$ cat src/rtl/pipe_hazard_ctrl.sv
// Pipeline sequencer: stage valids, MEM/WB dest shadows, stalls,
// redirects, operand forwarding selects and ECALL/EBREAK drain-to-halt.
module pipe_hazard_ctrl #(
  parameter int IW  = 32,
  parameter int DW  = 32,
  parameter int RFW = 5
) (
  input  logic          clk,
  input  logic          rst,
  input  logic          fetch_valid,
  input  logic [IW-1:0] id_inst,
  input  logic [IW-1:0] ex_inst,
  input  logic [DW-1:0] ex_result,
  input  logic          mem_busy,
  output logic          pc_en,
  output logic          id_en,
  output logic          ex_en,
  output logic          mem_en,
  output logic          wb_en,
  output logic          id_valid,
  output logic          ex_valid,
  output logic          mem_valid,
  output logic          wb_valid,
  output logic          redirect,
  output logic          redirect_src,
  output logic [1:0]    fwd_a,
  output logic [1:0]    fwd_b,
  output logic          halted
);

  localparam logic [4:0] OP_LOAD   = 5'b00000;
  localparam logic [4:0] OP_OPIMM  = 5'b00100;
  localparam logic [4:0] OP_AUIPC  = 5'b00101;
  localparam logic [4:0] OP_STORE  = 5'b01000;
  localparam logic [4:0] OP_OP     = 5'b01100;
  localparam logic [4:0] OP_LUI    = 5'b01101;
  localparam logic [4:0] OP_BRANCH = 5'b11000;
  localparam logic [4:0] OP_JALR   = 5'b11001;
  localparam logic [4:0] OP_JAL    = 5'b11011;
  localparam logic [4:0] OP_SYSTEM = 5'b11100;

  typedef enum logic [1:0] {RUN, DRAIN, HALT} state_t;

  state_t state, state_n;

  logic [RFW-1:0] mem_rd, wb_rd;
  logic           mem_wr, wb_wr;
  logic           flush_id, kill_ex, kill_mem;
  logic           redir_c, sys_c, lu_c;
  logic [4:0]     ex_op;
  logic           unused_bits;

  function automatic logic writes(input logic [IW-1:0] i);
    logic [4:0] op;
    op = i[6:2];
    return (op == OP_OP || op == OP_OPIMM || op == OP_LOAD ||
            op == OP_LUI || op == OP_AUIPC || op == OP_JAL ||
            op == OP_JALR) && (i[7 +: RFW] != '0);
  endfunction

  function automatic logic use1(input logic [IW-1:0] i);
    logic [4:0] op;
    op = i[6:2];
    return op == OP_OP || op == OP_OPIMM || op == OP_LOAD ||
           op == OP_STORE || op == OP_BRANCH || op == OP_JALR;
  endfunction

  function automatic logic use2(input logic [IW-1:0] i);
    logic [4:0] op;
    op = i[6:2];
    return op == OP_OP || op == OP_STORE || op == OP_BRANCH;
  endfunction

  // MEM wins over WB: it holds the younger write.
  function automatic logic [1:0] fsel(
    input logic           en,
    input logic [RFW-1:0] rs,
    input logic           mv,
    input logic           mw,
    input logic [RFW-1:0] mr,
    input logic           wv,
    input logic           ww,
    input logic [RFW-1:0] wr
  );
    if (!en)                      return 2'b00;
    if (mv && mw && mr == rs)     return 2'b01;
    if (wv && ww && wr == rs)     return 2'b10;
    return 2'b00;
  endfunction

  assign ex_op   = ex_inst[6:2];
  assign redir_c = ex_valid && (ex_op == OP_JAL || ex_op == OP_JALR ||
                   (ex_op == OP_BRANCH && ex_result[0]));
  assign sys_c   = ex_valid && ex_op == OP_SYSTEM;
  assign lu_c    = ex_valid && ex_op == OP_LOAD && writes(ex_inst) &&
                   id_valid &&
                   ((use1(id_inst) && id_inst[15 +: RFW] == ex_inst[7 +: RFW]) ||
                    (use2(id_inst) && id_inst[20 +: RFW] == ex_inst[7 +: RFW]));

  assign fwd_a = rst ? 2'b00 :
    fsel(ex_valid && use1(ex_inst), ex_inst[15 +: RFW],
         mem_valid, mem_wr, mem_rd, wb_valid, wb_wr, wb_rd);
  assign fwd_b = rst ? 2'b00 :
    fsel(ex_valid && use2(ex_inst), ex_inst[20 +: RFW],
         mem_valid, mem_wr, mem_rd, wb_valid, wb_wr, wb_rd);

  assign halted = state == HALT;

  assign unused_bits = ^{ex_result[DW-1:1], id_inst[IW-1:25],
                         id_inst[14:7], id_inst[1:0], ex_inst[IW-1:25],
                         ex_inst[14:12], ex_inst[1:0]};

  always_comb begin
    state_n      = state;
    pc_en        = 1'b0;
    id_en        = 1'b0;
    ex_en        = 1'b0;
    mem_en       = 1'b0;
    wb_en        = 1'b0;
    redirect     = 1'b0;
    redirect_src = 1'b0;
    flush_id     = 1'b0;
    kill_ex      = 1'b0;
    kill_mem     = 1'b0;
    if (!rst && !mem_busy) begin
      unique case (state)
        RUN: begin
          {pc_en, id_en, ex_en, mem_en, wb_en} = 5'b11111;
          if (redir_c) begin
            redirect     = 1'b1;
            redirect_src = ex_op == OP_BRANCH;
            flush_id     = 1'b1;
            kill_ex      = 1'b1;
          end else if (sys_c) begin
            {pc_en, id_en} = 2'b00;
            flush_id       = 1'b1;
            kill_ex        = 1'b1;
            kill_mem       = 1'b1;
            state_n        = DRAIN;
          end else if (lu_c) begin
            {pc_en, id_en} = 2'b00;
            kill_ex        = 1'b1;
          end
        end
        DRAIN: begin
          mem_en = 1'b1;
          wb_en  = 1'b1;
          if (!mem_valid && !wb_valid) state_n = HALT;
        end
        default: ;
      endcase
    end
  end

  always_ff @(posedge clk) begin
    if (rst) begin
      state     <= RUN;
      id_valid  <= 1'b0;
      ex_valid  <= 1'b0;
      mem_valid <= 1'b0;
      wb_valid  <= 1'b0;
      mem_rd    <= '0;
      mem_wr    <= 1'b0;
      wb_rd     <= '0;
      wb_wr     <= 1'b0;
    end else begin
      state <= state_n;
      if (flush_id)   id_valid <= 1'b0;
      else if (id_en) id_valid <= fetch_valid;
      if (ex_en) ex_valid <= id_valid && !kill_ex;
      if (mem_en) begin
        mem_valid <= ex_valid && !kill_mem;
        mem_rd    <= ex_inst[7 +: RFW];
        mem_wr    <= writes(ex_inst);
      end
      if (wb_en) begin
        wb_valid <= mem_valid;
        wb_rd    <= mem_rd;
        wb_wr    <= mem_wr;
      end
    end
  end

endmodule
$ cat config.mk
export PLATFORM = sky130hd
export DESIGN_NAME = pipe_hazard_ctrl
export DESIGN_NICKNAME = d
export VERILOG_FILES = /design/src/rtl/pipe_hazard_ctrl.sv
export SDC_FILE = /design/constraint.sdc
export NUM_CORES = 1
export LEC_CHECK = 0
export ABC_AREA = 1
export CAP_MARGIN = 10
export CORE_MARGIN = 10
export CORE_UTILIZATION = 30
export CTS_CLUSTER_SIZE = 28
export DETAILED_ROUTE_END_ITERATION = 16
export PLACE_DENSITY = 0.75
export SYNTH_ARGS = -nofsm -noshare
export SYNTH_HDL_FRONTEND = slang
export SYNTH_SLANG_ARGS = --single-unit
$ cat constraint.sdc
create_clock -name clk -period 1.28 [get_ports clk]
set_input_delay 0.192 -clock clk [delete_from_list [all_inputs] [get_ports clk]]
set_output_delay 0.192 -clock clk [all_outputs]
set_load 0.03 [all_outputs]
==> qor_table.md <==
| Parameter | Value | Unit |
|:---|:---|:---|
| Result of the run | complete, but fails checks | - |
| Violated checks | negative setup slack | - |
| Overall Power | 1.73 | mW |
| Top layer used by detailed routing | met4 | - |
| Number of vias after detailed routing | 1852 | - |
| Max Cap Violations | 0 | - |
| Clock slew at the register clock pins of the worst setup and hold paths | 0.07 | ns |
| Path category of the worst min-delay check | in -> reg | - |
| Inserted Clock Buffers | 3 | - |
| Met1 routed wirelength after detailed routing | 2300 | um |
| Remaining DRCs | 0 | - |
| R2R Path End | state[0]$_SDFFE_PP0P_ | - |
| Remaining antenna violation count | 0 | - |
| Cells traversed along the worst timing path | inv_2 > or2_4 > nand4_1 > nor4_4 > buf_4 > nor3_4 > buf_6 | - |
| Setup repair after global routing missed its margin | yes | - |
| First-pass detailed-route iteration total | 4 | - |
| Share of synthesized area occupied by flip-flops and latches | 25.0 | % |
| Count of buffer and inverter cells on the critical path | 3 | - |
| Area growth from synthesis to layout | 94.9 | % |
| H-tree levels | 1 | - |
| Number of vias per cell after detailed routing | 4.60 | - |
| Slack of the critical path | -0.419 | ns |
| Worst Tran Pin Value | 0.299 | ns |
| Number of global-route vias before repair | 1884 | - |
| Synthesized Nets | 341 | - |
| Yosys Warn Count | 0 | - |
| Commonest cells after routing, fill and taps aside | nand2_1, buf_4, inv_1 | - |
| Clock root buffer master | clkbuf_8 | - |
| Max-slew headroom | 79.9 | % |
| Required time of the worst setup path | 1.09 | ns |
| Number of hold violations in the final report | 0 | - |
| Number of hold buffers added after cts | 0 | - |
| Antenna Diode Count | 0 | - |
| Boundary Pins | 116 | - |
| Cell depth of the worst min-delay path | 4 | - |
| Met2 wire length | 2460 | um |
| Worst setup skew after layout | 0.00206 | ns |
| Finish-stage setup viols | 14 | - |
| Proportion of layout cells with a drive suffix above 1 | 42.1 | % |
| Clk Latency, worst-skew pair | 0.26 | ns |
| DR WL/cell | 12.8 | um |
| Crit path max-delay cell type | dfxtp_2 | - |
| Final layout net count | 450 | - |
| Hold worst-path end | mem_rd[1]$_SDFFE_PP0P_ | - |
| Initial cell density of the core | 30.7 | % |
| Min-Delay Startpoint | ex_inst[8] | - |
| R2R Path Start | state[1]$_SDFFE_PP0P_ | - |
| Power density of the placed cells | 619 | nW/um^2 |
| Initial antenna violation count | 0 | - |
| Clock tree sinks | 18 | - |
| Worst voltage drop across the vdd grid | 342 | uV |
| Depth of the worst register-to-register path | 11 | - |
| Commonest non-fill, non-tap cell in the layout | nand2_1 | - |
| Post-DP HPWL | 4040 | um |
| Number of placement rows | 25 | - |
| Clock tree from TritonCTS | done | - |
| Worst Path Class, Setup | reg -> out | - |
| Amount of wire on met3 after detailed routing | 292 | um |
| Register-to-register path setup slack | -0.24 | ns |
| Cell Area, Synth | 1440 | um^2 |
| Worst Setup Start Kind | flip-flop | - |
| IO buf count | 55 | - |
| Die Span Y | 89.3 | um |
| Post-route minimum period | 1.70 | ns |
| Final Hold Slack | 0.492 | ns |
| RePlAce Congestion | 0.865 | - |
| Number of DRC markers in iteration 0 | 92 | - |
| Global route overflow | 0 | - |
| Max Root-Sink Buffers | 2 | - |
| Die Span X | 89.3 | um |
| Mean instance size in the synthesized netlist | 5.97 | um^2 |
| CP max FO | 3 | - |
| Wire length of the first global-routing pass | 8470 | um |
| Global Route Usage Sum | 13.1 | % |
| Kind of cell adding the most delay to the critical path | simple AND/OR/NAND/NOR gates | - |
| FMAX | 589 | MHz |
| CP Capture Type | primary output | - |
| Core occupancy in the finished layout | 59.8 | % |
| Number of gates on the worst path with buffers counted | 7 | - |
| Period utilization | 133 | % |
| Max-slew violation total from the final report | 0 | - |
| Distinct cells, synth | 30 | - |
| Data arrival, critical path | 1.51 | ns |
| Flip-flop and latch count after synthesis | 18 | - |
| Pin count of the biggest net entering global routing | 13 | - |
| Delay of the slowest cell on the worst path | 0.35 | ns |
| Leakage power | 1.38 | nW |
| Detailed-route wire length | 5150 | um |
| Core ar. | 4690 | um^2 |
| Synthesized instance count | 241 | - |
| Floorplan die area | 7970 | um^2 |
## synthesized netlist by cell type
| library cell | number | area share (%) |
|---|---|---|
| nor2_4 | 4 | 3.1 |
| and2_1 | 1 | 0.44 |
| o21a_1 | 1 | 0.52 |
| nor4b_1 | 1 | 0.61 |
| inv_1 | 40 | 10 |
| nand2_1 | 59 | 15 |
| nand3_1 | 10 | 3.5 |
| a21oi_1 | 19 | 6.6 |
| or2_2 | 1 | 0.44 |
| o22ai_1 | 1 | 0.44 |
| dfxtp_1 | 18 | 25 |
| nor3b_1 | 1 | 0.52 |
| nor2_2 | 2 | 0.87 |
| nand2_4 | 1 | 0.78 |
| xor2_1 | 7 | 4.3 |
| o2111ai_1 | 1 | 0.61 |
| nand4_1 | 3 | 1.3 |
| a21boi_0 | 1 | 0.52 |
| a211oi_1 | 1 | 0.52 |
| inv_2 | 3 | 0.78 |
| nor4_1 | 3 | 1.3 |
| buf_4 | 3 | 1.6 |
| o21ai_0 | 18 | 6.3 |
| nor2_1 | 24 | 6.3 |
| nand3_2 | 1 | 0.70 |
| xnor2_1 | 5 | 3.0 |
| clkbuf_1 | 2 | 0.52 |
| o211ai_1 | 1 | 0.52 |
| nor3_1 | 8 | 2.8 |
| buf_2 | 1 | 0.35 |
## area by class of cell
| type | count | area (um^2) |
|---|---|---|
| fillers | 418 | 1890 |
| multi-input cells | 174 | 1140 |
| repair buffers | 110 | 985 |
| flip-flops and latches | 18 | 390 |
| inverters | 43 | 166 |
| well taps | 54 | 67.6 |
| clock buffers | 4 | 55.1 |
## timing repair
item,4_1_cts,5_1_grt
pin swaps,23,16
setup buffers,6,8
endpoints found under the hold margin,0,0
resized for setup,85,32
setup endpoints to repair,23,17
## routing by layer
metal	vias up	track usage (%)
li1	977	-
met1	814	15.2
met2	51	23.2
met3	10	2.46
met4	0	4.77
met5	-	0
## cells by family after synthesis
logic type,share of synthesized area (%)
AOI/OAI and AO/OA,16.0
and+or+nand+nor,38.0
buffers and inverters,13.7
DFF,25.0
xor gates and xnor gates,7.30
## sequential cells by signal, indices dropped and copies added (netlist names)
name and count:
mem_rd 5, wb_wr 1, id_valid 1, mem_wr 1, ex_valid 1, wb_valid 1
state 2, mem_valid 1, wb_rd 5
## worst min-delay path: stages
cell and delay (ns):
dlygate4sd2_1 0.27, inv_1 0.10, buf_4 0.11, a21oi_1 0.05
## power breakdown
group	total, mW	leakage (nW)	internal, mW	switching (mW)
clock	0.475	0.0288	0.274	0.201
combinational	0.631	1.20	0.327	0.305
sequential	0.628	0.155	0.593	0.0357
total	1.73	1.38	1.19	0.541
## metrics by stage
| step | std cells | setup WS (ns) | TNS [ns] | area, um^2 |
|---|---|---|---|---|
| 3_5_place_dp | 387 | -0.683 | -10.43 | 2440 |
| 3_3_place_gp | 387 | -0.654 | -9.51 | 2440 |
| 5_1_grt | 403 | -0.481 | -5.01 | 2800 |
| 2_1_floorplan | 241 | -0.362 | -1.02 | 1560 |
| 4_1_cts | 396 | -0.398 | -3.43 | 2700 |
| 6_report | 403 | -0.419 | -4.17 | 2800 |
## worst max path at each step
stage,start,endpoint
finish,mem_rd[0]$_SDFFE_PP0P_,fwd_a[1]
global route,mem_rd[0]$_SDFFE_PP0P_,fwd_a[1]
CTS,mem_rd[0]$_SDFFE_PP0P_,fwd_a[1]
detailed placement,ex_inst[5],redirect_src
global placement,ex_inst[2],fwd_a[0]
floorplan,state[1]$_SDFFE_PP0P_,pc_en
Note: power is estimated with default switching activity, not from simulation.
==> patch, RTL diff (same flow settings) <==
Change the parameter `RFW` from 5 to 6.
--- a/src/rtl/pipe_hazard_ctrl.sv
+++ b/src/rtl/pipe_hazard_ctrl.sv
@@ -4,5 +4,5 @@
   parameter int IW  = 32,
   parameter int DW  = 32,
-  parameter int RFW = 5
+  parameter int RFW = 6
 ) (
   input  logic          clk,
Function: changed (Yosys sat finds a counterexample within 4 cycles, from zero or initial values and one cycle with rst high).
==> patch against the original RTL <==
  * The flow still finishes with violations (setup timing)
  * Synthesized area is 11% higher
  * Non-clock buffer count is 5 higher
  * Power is 7.1% higher
  * Final cell count is 11% higher
  * Register-to-register slack better by 110 ps
  * Wire length is 19% higher
  * Sequential share of layout area is 0.40 points higher
  * Sequential cell count is 2 higher
  * Synthesized cell count is 10% higher
  * Cell area is 9.1% higher
  * Worst setup slack worse by 29 ps
  * Combinational power is 3.3% lower
  * Critical endpoint unchanged
  * Largest cell class unchanged
  * Highest routed layer unchanged
==> patch: results (changes against the original RTL) <==
global-route wire length before repair 9.78 mm (+15%); dominant synthesized flop cell dfxtp_1; worst-path maximum fanout 4 (+1); post-synthesis sequential area ratio 25.1% (+0.094 points); Async SR Flop Fraction 0% (unchanged); CP delay by family, top simple AND/OR/NAND/NOR gates; global placement routability congestion 0.912 (+5.4%); Vias/cell 4.67 (+1.6%); TritonRoute pass-1 iters 4 (unchanged); Post-synth top cells nand2_1 (65), inv_1 (43), nand3_1 (24); share of cells above drive strength 1 47.2% (+5.1 points); Worst Hold Class primary input to flop; routing usage on met3 3.15% (+0.69 points); pin count of the biggest net entering global routing 25 (+12); Max clock buf depth 2 (unchanged); slowest stage cell, crit path dfxtp_2; vias in the first global route 2192 (+16%); largest cells by area after synthesis dfxtp_1 (25%), nand2_1 (15%), inv_1 (10%); biggest regs mem_rd (6), wb_rd (6), state (2); nets@finish 478 (+6.2%); Worst path max stage delay 350 ps (about the same); setup violators final 12 (-2); Syn Nets 365 (+7.0%); worst r2r src state[1]$_SDFFE_PP0P_; PostCTS Resize Cnt 132 (+55%); Tightest Pin Transition 305 ps (+6.42 ps); final WL 6.11 mm (+19%); DR iter-0 viols 77 (-16%); Worst-Skew Late Latency 260 ps (about the same); clk_skew 0.779 ps (-1.28 ps); Buffers on Ports 58 (+5.5%); met2 Usage GRT 25.2% (+1.9 points); Crit path arrival time 1540 ps (+30 ps); CTS root buf clkbuf_8; R2R depth 9 (-2); Hold Path Origin rst; Reg2Reg Setup Slack -130 ps (+110 ps); critical path startpoint wb_rd[4]$_SDFFE_PP0P_; run status finished, violations left; maximum vdd drop 0.433 mV (+26%); # fillers 493 (+18%); Setup WS post-layout -448 ps (-28.7 ps); failing checks setup timing; initial antenna violation count 1 (+1); P_leak 1.44 nW (+3.8%); hold endpoint state[1]$_SDFFE_PP0P_; Post-DP HPWL 4.37 mm (+8.0%); M1 GR Usage 14.4% (-0.75 points); Post-CTS Setup Bufs 10 (+4); WHS Path Cells 3 (-1); CTS buffer count 3 (unchanged); Distinct cells, synth 37 (+23%); GRT Total Usage 13.3% (+0.25 points); pre-CTS setup slack -664 ps (+18.5 ps)
-- patch: changes by cell type after synthesis, sizes merged, moves of 3 or more --
cell / unedited run / this run
xor2: 7 / 4
inv: 43 / 47
nand2: 60 / 66
xnor2: 5 / 9
o22ai: 1 / 5
nand3b: 0 / 4
or2: 1 / 6
nand3: 11 / 25
nor3: 8 / 5
a21oi: 19 / 8
-- patch: area by class of cell --
class	count	area, um^2	share of cell area [%]
Multi-Input combinational cell	191	1270	41.4
Timing Repair Buffer	115	1010	33.1
Sequential cell	20	438	14.3
Inverter	47	186	6.10
Tap cell	70	87.6	2.86
Clock buffer	4	66.3	2.17
Antenna cell	1	2.50	0.0818
-- patch: worst min-delay path: cells and delay by family --
family / cells / cell delay (ps)
buf+inv: 2 / 320
compound gates: 1 / 30
-- patch: metrics by stage --
stage,std cells,total power [W],hold slack [ps],cell area [um^2],setup TNS (ps)
after global routing,448,0.00195,314,3060,-3830
after global placement,425,0.00123,467,2600,-11200
after floorplan,265,0.000938,251,1720,-346
final,448,0.00186,320,3060,-2780
after CTS,439,0.00182,310,2890,-2280
after detailed placement,425,0.00123,474,2600,-11820
-- patch: cell families (layout without fill, tap and decap cells) --
kind of cell              Yosys count  after routing  share of synthesized area, %
xor gates and xnor gates           13             13                          7.15
buffers and inverters              54            166                          13.3
and+or+nand+nor                   142            142                          41.2
DFF                                20             20                          25.1
AOI/OAI and AO/OA                  36             36                          13.3
other                               0              1                             0
-- patch: routing by layer --
layer / part of all wire, % / vias up
li1: - / 1071
met1: 40 / 941
met5: 0 / -
met3: 5.5 / 12
met2: 53 / 68
met4: 1.6 / 0
-- patch: power by group --
part / switching [W] / internal, W
clock network: 0.000230 / 0.000339
registers: 0.0000316 / 0.000647
logic: 0.000305 / 0.000304
total: 0.000567 / 0.00129
